===== config.mk =====
export PLATFORM = sky130hd
export DESIGN_NAME = alu_exec_stage
export DESIGN_NICKNAME = d
export VERILOG_FILES = /design/src/rtl/alu_exec_stage.sv
export SDC_FILE = /design/constraint.sdc
export NUM_CORES = 1
export LEC_CHECK = 0
export ABC_AREA = 0
export CORE_ASPECT_RATIO = 1.4
export CORE_UTILIZATION = 45
export DETAILED_ROUTE_END_ITERATION = 10
export PLACE_DENSITY = 0.66
export SETUP_SLACK_MARGIN = 0.2
export SLEW_MARGIN = 20
export SYNTH_ARGS = -nofsm -noshare
export SYNTH_HDL_FRONTEND = slang
export SYNTH_SLANG_ARGS = --single-unit

===== constraint.sdc =====
create_clock -name clk -period 10.7 [get_ports clk]
set_input_delay 2.14 -clock clk [delete_from_list [all_inputs] [get_ports clk]]
set_output_delay 2.14 -clock clk [all_outputs]
set_load 0.03 [all_outputs]

===== src/rtl/alu_exec_stage.sv =====
// alu_exec_stage
//   Sequencing execute stage for the ALU datapath. A request (A, B, Op) is
//   accepted over a valid/ready handshake and latched. The latched operands
//   feed the combinational function units (AND/OR/XOR/ADD/SUB). Shifts run
//   iteratively, one bit per cycle. The result and its zero flag are held
//   in registers until the writeback stage takes them.
//
// Ports
//   clk        rising-edge clock
//   rst_n      asynchronous reset, active low
//   in_valid   request present            in_ready   stage can accept
//   A, B       operands (B[SHW-1:0] = shift amount)
//   Op         000 AND, 001 OR, 010 XOR, 011 ADD, 100 SUB,
//              101 SLL, 110 SRL, 111 SRA
//   out_valid  result available           out_ready  downstream accepts
//   Out        registered result          Zero       1 when Out == 0
module alu_exec_stage #(
  parameter int WIDTH = 32,
  parameter int SHW   = $clog2(WIDTH)
) (
  input  logic             clk,
  input  logic             rst_n,
  input  logic             in_valid,
  output logic             in_ready,
  input  logic [WIDTH-1:0] A,
  input  logic [WIDTH-1:0] B,
  input  logic [2:0]       Op,
  output logic             out_valid,
  input  logic             out_ready,
  output logic [WIDTH-1:0] Out,
  output logic             Zero
);

  localparam logic [2:0] OP_AND = 3'b000;
  localparam logic [2:0] OP_OR  = 3'b001;
  localparam logic [2:0] OP_XOR = 3'b010;
  localparam logic [2:0] OP_ADD = 3'b011;
  localparam logic [2:0] OP_SUB = 3'b100;
  localparam logic [2:0] OP_SLL = 3'b101;
  localparam logic [2:0] OP_SRL = 3'b110;
  localparam logic [2:0] OP_SRA = 3'b111;

  typedef enum logic [1:0] {
    S_IDLE = 2'd0,
    S_EXEC = 2'd1,
    S_DONE = 2'd2
  } state_t;

  state_t           state_r;
  logic [WIDTH-1:0] a_r;
  logic [WIDTH-1:0] b_r;
  logic [2:0]       op_r;
  logic [SHW-1:0]   cnt_r;
  logic             arm_r;     // first EXEC cycle: capture function-unit output
  logic [WIDTH-1:0] work_r;    // working register (result or shifting value)
  logic [WIDTH-1:0] out_r;
  logic             zero_r;

  logic [WIDTH-1:0] fu_result_s;
  logic [WIDTH-1:0] shift_step_s;
  logic             is_shift_s;

  function automatic logic is_zero(input logic [WIDTH-1:0] v);
    return (v == {WIDTH{1'b0}});
  endfunction

  // Function units driven from the latched operands; shifts start from A.
  always_comb begin
    fu_result_s = a_r;
    case (op_r)
      OP_AND:  fu_result_s = a_r & b_r;
      OP_OR:   fu_result_s = a_r | b_r;
      OP_XOR:  fu_result_s = a_r ^ b_r;
      OP_ADD:  fu_result_s = a_r + b_r;
      OP_SUB:  fu_result_s = a_r - b_r;
      default: fu_result_s = a_r;
    endcase
  end

  // One-bit shift step of the working register; SRA refills from latched A's sign.
  always_comb begin
    shift_step_s = work_r;
    case (op_r)
      OP_SLL:  shift_step_s = {work_r[WIDTH-2:0], 1'b0};
      OP_SRL:  shift_step_s = {1'b0, work_r[WIDTH-1:1]};
      OP_SRA:  shift_step_s = {a_r[WIDTH-1], work_r[WIDTH-1:1]};
      default: shift_step_s = work_r;
    endcase
  end

  // Shift-class decode of the latched opcode.
  always_comb begin
    if ((op_r == OP_SLL) || (op_r == OP_SRL) || (op_r == OP_SRA)) begin
      is_shift_s = 1'b1;
    end else begin
      is_shift_s = 1'b0;
    end
  end

  // Handshake flags come straight from the state register.
  assign in_ready  = (state_r == S_IDLE);
  assign out_valid = (state_r == S_DONE);
  assign Out       = out_r;
  assign Zero      = zero_r;

  // Sequencer: accept, execute (capture then shift/finish), hold result.
  always_ff @(posedge clk or negedge rst_n) begin
    if (!rst_n) begin
      state_r <= S_IDLE;
      a_r     <= {WIDTH{1'b0}};
      b_r     <= {WIDTH{1'b0}};
      op_r    <= 3'b000;
      cnt_r   <= {SHW{1'b0}};
      arm_r   <= 1'b0;
      work_r  <= {WIDTH{1'b0}};
      out_r   <= {WIDTH{1'b0}};
      zero_r  <= 1'b0;
    end else begin
      case (state_r)
        S_IDLE: begin
          if (in_valid) begin
            a_r     <= A;
            b_r     <= B;
            op_r    <= Op;
            cnt_r   <= B[SHW-1:0];
            arm_r   <= 1'b1;
            state_r <= S_EXEC;
          end
        end
        S_EXEC: begin
          // The capture cycle keeps the adder and the zero detect in
          // separate cycles; the shift loop starts after it.
          if (arm_r) begin
            work_r <= fu_result_s;
            arm_r  <= 1'b0;
          end else if (is_shift_s && (cnt_r != {SHW{1'b0}})) begin
            work_r <= shift_step_s;
            cnt_r  <= cnt_r - SHW'(1);
          end else begin
            out_r   <= work_r;
            zero_r  <= is_zero(work_r);
            state_r <= S_DONE;
          end
        end
        S_DONE: begin
          if (out_ready) begin
            state_r <= S_IDLE;
          end
        end
        default: begin
          state_r <= S_IDLE;
        end
      endcase
    end
  end

endmodule


==> flow_metrics.tcl <==
set metrics [dict create \
    post-route-drc-count 0 \
    diodes 0 \
    grt_pass1_wl_mm 46.6 \
    ys_top_cells_by_area "dfrtp_1 (34%), ha_1 (12%), o21ai_0 (6.7%), nand2_1 (5.5%), a21oi_1 (5.1%)" \
    finalHoldViolCount 0 \
    cpMostUsedCell "o21a_1" \
    cts_htree_levels 4 \
    antenna_found_initial 0 \
    cts_tree "built" \
    endpoint_kind "register" \
    clock_path_buffers 2 \
    core_area_sq_mm 0.0226 \
    post-route-util_pct 54.1 \
    maxCapViolCount 0 \
    finalCriticalPeriod_ns 4.55 \
    io_buffers 105 \
    syn_inst 1242 \
    cts_inserted_buffers 17 \
    io_pins 106 \
    arrival_ns 4.86 \
    drv_slew 0 \
    syn_nets 1412 \
    cts_resized 0 \
    yosysUniqueCellTypes 71 \
    fillers 2186 \
    rsz0062_at_grt "false" \
    cpMaxStageDelayCell "nand2_1" \
    multi_input_area_sq_mm 0.00630 \
    slowest_delay_ns 0.73 \
    post-cts-setup-buffers 0 \
    pre_cts_ws_ns 6.24 \
    worst_pin_slew_ns 1.03 \
    grt_pass1_vias 8833 \
    initial_core_util_pct 45.9 \
    min_path_type "reg2reg" \
    yosysTopAreaCell "dfrtp_1" \
    post-dp-hpwl_mm 20.0 \
    tns_ns 0 \
    fin_cells 1615 \
    nets 1471 \
    post_drt_wl_per_cell_microns 17.6 \
    place_congestion 0.937 \
    critPathMaxFanout 67 \
    seq_area_sq_mm 0.00351 \
    fin_crit_sh_pct 42.5 \
    layout-drive-gt1-share_pct 8.52 \
    yosys_register_bits 140 \
    yosysSeqAreaShare_pct 33.7 \
    slew_headroom_pct 31.2 \
    gr-usage-all-layers_pct 25.2 \
    die_w_microns 130 \
    layout-area-overhead-vs-synth_pct 17.9 \
    ant_nets 0 \
    clock_sinks 140 \
    die-area_sq_mm 0.0237 \
    synth_area_sq_mm 0.0104 \
    routed_via_density 5.71 \
    drt-total-wl_mm 28.5 \
    overflow 0 \
    clockRootBuffer "clkbuf_16" \
    rrSetupSlack_ns 6.15 \
    grt_max_degree 89 \
    first_iter_violations 883 \
    fmax_ghz 0.220 \
    clkTransAtPathRegs_ns 0.06 \
    crit_chain "buf_4, nand2_1, o21ai_0, inv_1, ha_1, nor2b_1, o31a_1, o21a_1, a211oi_4, o311ai_1, a31oi_2, o21a_1, xnor2_1, o21ai_1" \
    setup_violations 0 \
    layout_setup_ws_ns 6.15 \
    dr_total_vias 9224 \
    synth_edf_count 0 \
    cts_hold_buf 0 \
    dr.pass1.iters 5 \
    synthFlopType "dfrtp_1" \
    crit_family "compound AO/OA/AOI/OAI gates" \
    status "finished, final reports clean" \
    async_reset_ff_share_pct 100 \
    dpl.cell_count 1583 \
    insertion_delay_ns 0.44 \
    required_ns 11.02 \
    yosysWarningCount 0 \
    chipHeight_microns 182 \
    postSynthAreaPerCell_sq_um 8.36 \
    path_class "reg2reg" \
    path_buf_inv 2 \
    finalClockSkew_ns 0.00736 \
    rows 65 \
    synth_top_cell_area_share_pct 33.7 \
    start_kind "register" \
]
worst reg2reg max path, cell delays in order (launching register included):
cell	delay [ns]
dfrtp_2	0.35
buf_4	0.58
nand2_1	0.76
o21ai_0	0.57
inv_1	0.08
ha_1	0.27
nor2b_1	0.14
o31a_1	0.30
o21a_1	0.25
a211oi_4	0.32
o311ai_1	0.19
a31oi_2	0.26
o21a_1	0.17
xnor2_1	0.11
o21ai_1	0.07
per-layer routing:
layer	vias to the layer above	track usage, %	wire length [microns]
met5	-	0	0
met4	0	8.74	639
met3	44	3.48	1220
met2	257	40.4	13600
met1	4399	34.6	13000
li1	4524	-	-
Yosys cell counts (5+ instances only):
master,count
clkbuf_1,63
xnor2_1,43
o211ai_1,6
nor3_1,11
o21a_1,6
a21oi_1,106
nand3_1,12
o221ai_1,8
xor2_1,14
a211oi_1,30
buf_2,5
o22ai_1,15
o31ai_1,11
nor4_1,10
mux2_2,41
a21o_1,15
and3_1,20
nor2_1,79
nand2_1,153
ha_1,98
nor2b_1,5
dfrtp_1,140
nand2b_1,9
o21ai_0,138
buf_1,9
o21ai_1,20
a31oi_1,16
mux2i_1,6
or3_1,5
inv_1,76
a22o_1,5
nand4_1,6
stage by stage:
stage	area [sq um]	hold slack [ns]
2_1_floorplan	10400	0.494
3_3_place_gp	11600	0.468
3_5_place_dp	11600	0.493
4_1_cts	12200	0.508
5_1_grt	12200	0.516
6_report	12200	0.502
final cells by class:
type	count	share of cell area, %
Inverter	80	2.45
Tap cell	301	3.08
Clock buffer	18	3.51
Sequential cell	140	28.7
Multi-Input combinational cell	945	51.5
Clock inverter	14	1.47
Timing Repair Buffer	117	9.34
state kept, by name, indices dropped and copies added (netlist names):
name	flops
Zero	1
work_r	32
Out	32
op_r	3
a_r	32
b_r	32
arm_r	1
state_r	2
cnt_r	5
path summary, 6_finish.rpt:
check | start | end | cells after the start
max | op_r[2]$_DFFE_PN0P_ | work_r[31]$_DFFE_PN0P_ | 14
min | Out[7]$_DFFE_PN0P_ | Out[7]$_DFFE_PN0P_ | 1
max reg2reg | op_r[2]$_DFFE_PN0P_ | work_r[31]$_DFFE_PN0P_ | 14
min reg2reg | Out[7]$_DFFE_PN0P_ | Out[7]$_DFFE_PN0P_ | 1
max in group asynchronous | rst_n | b_r[9]$_DFFE_PN0P_ | 2
min in group asynchronous | rst_n | Out[24]$_DFFE_PN0P_ | 1
cells in the final DEF, fill, tap and decap left out, drive strengths merged, types with 6 or more instances in the layout:
| cell type | instances |
|---|---|
| nor3 | 12 |
| mux2 | 41 |
| a21oi | 106 |
| xor2 | 14 |
| o22ai | 15 |
| o21a | 6 |
| clkbuf | 18 |
| clkdlybuf4s50 | 104 |
| nand3 | 12 |
| a21o | 15 |
| nor2 | 79 |
| ha | 98 |
| o221ai | 8 |
| nor4 | 11 |
| a211oi | 32 |
| or3 | 6 |
| inv | 86 |
| nand2b | 9 |
| a31oi | 17 |
| o211ai | 6 |
| buf | 13 |
| nand2 | 154 |
| and3 | 20 |
| xnor2 | 43 |
| o31ai | 13 |
| nand4 | 6 |
| dfrtp | 140 |
| o21ai | 158 |
| mux2i | 6 |
cells by family (layout without fill, tap and decap cells):
family,Yosys count,after routing,synth area share (%)
fa+ha+maj,99,99,12.0
flops,140,140,33.7
buf+inv,157,229,5.74
simple gates,326,326,14.2
xor+xnor,57,57,4.81
mux,47,47,5.03
compound gates,416,416,24.5
Power is not shown: default switching activity piles up to over one toggle a cycle in this logic, so the estimate is an artifact.
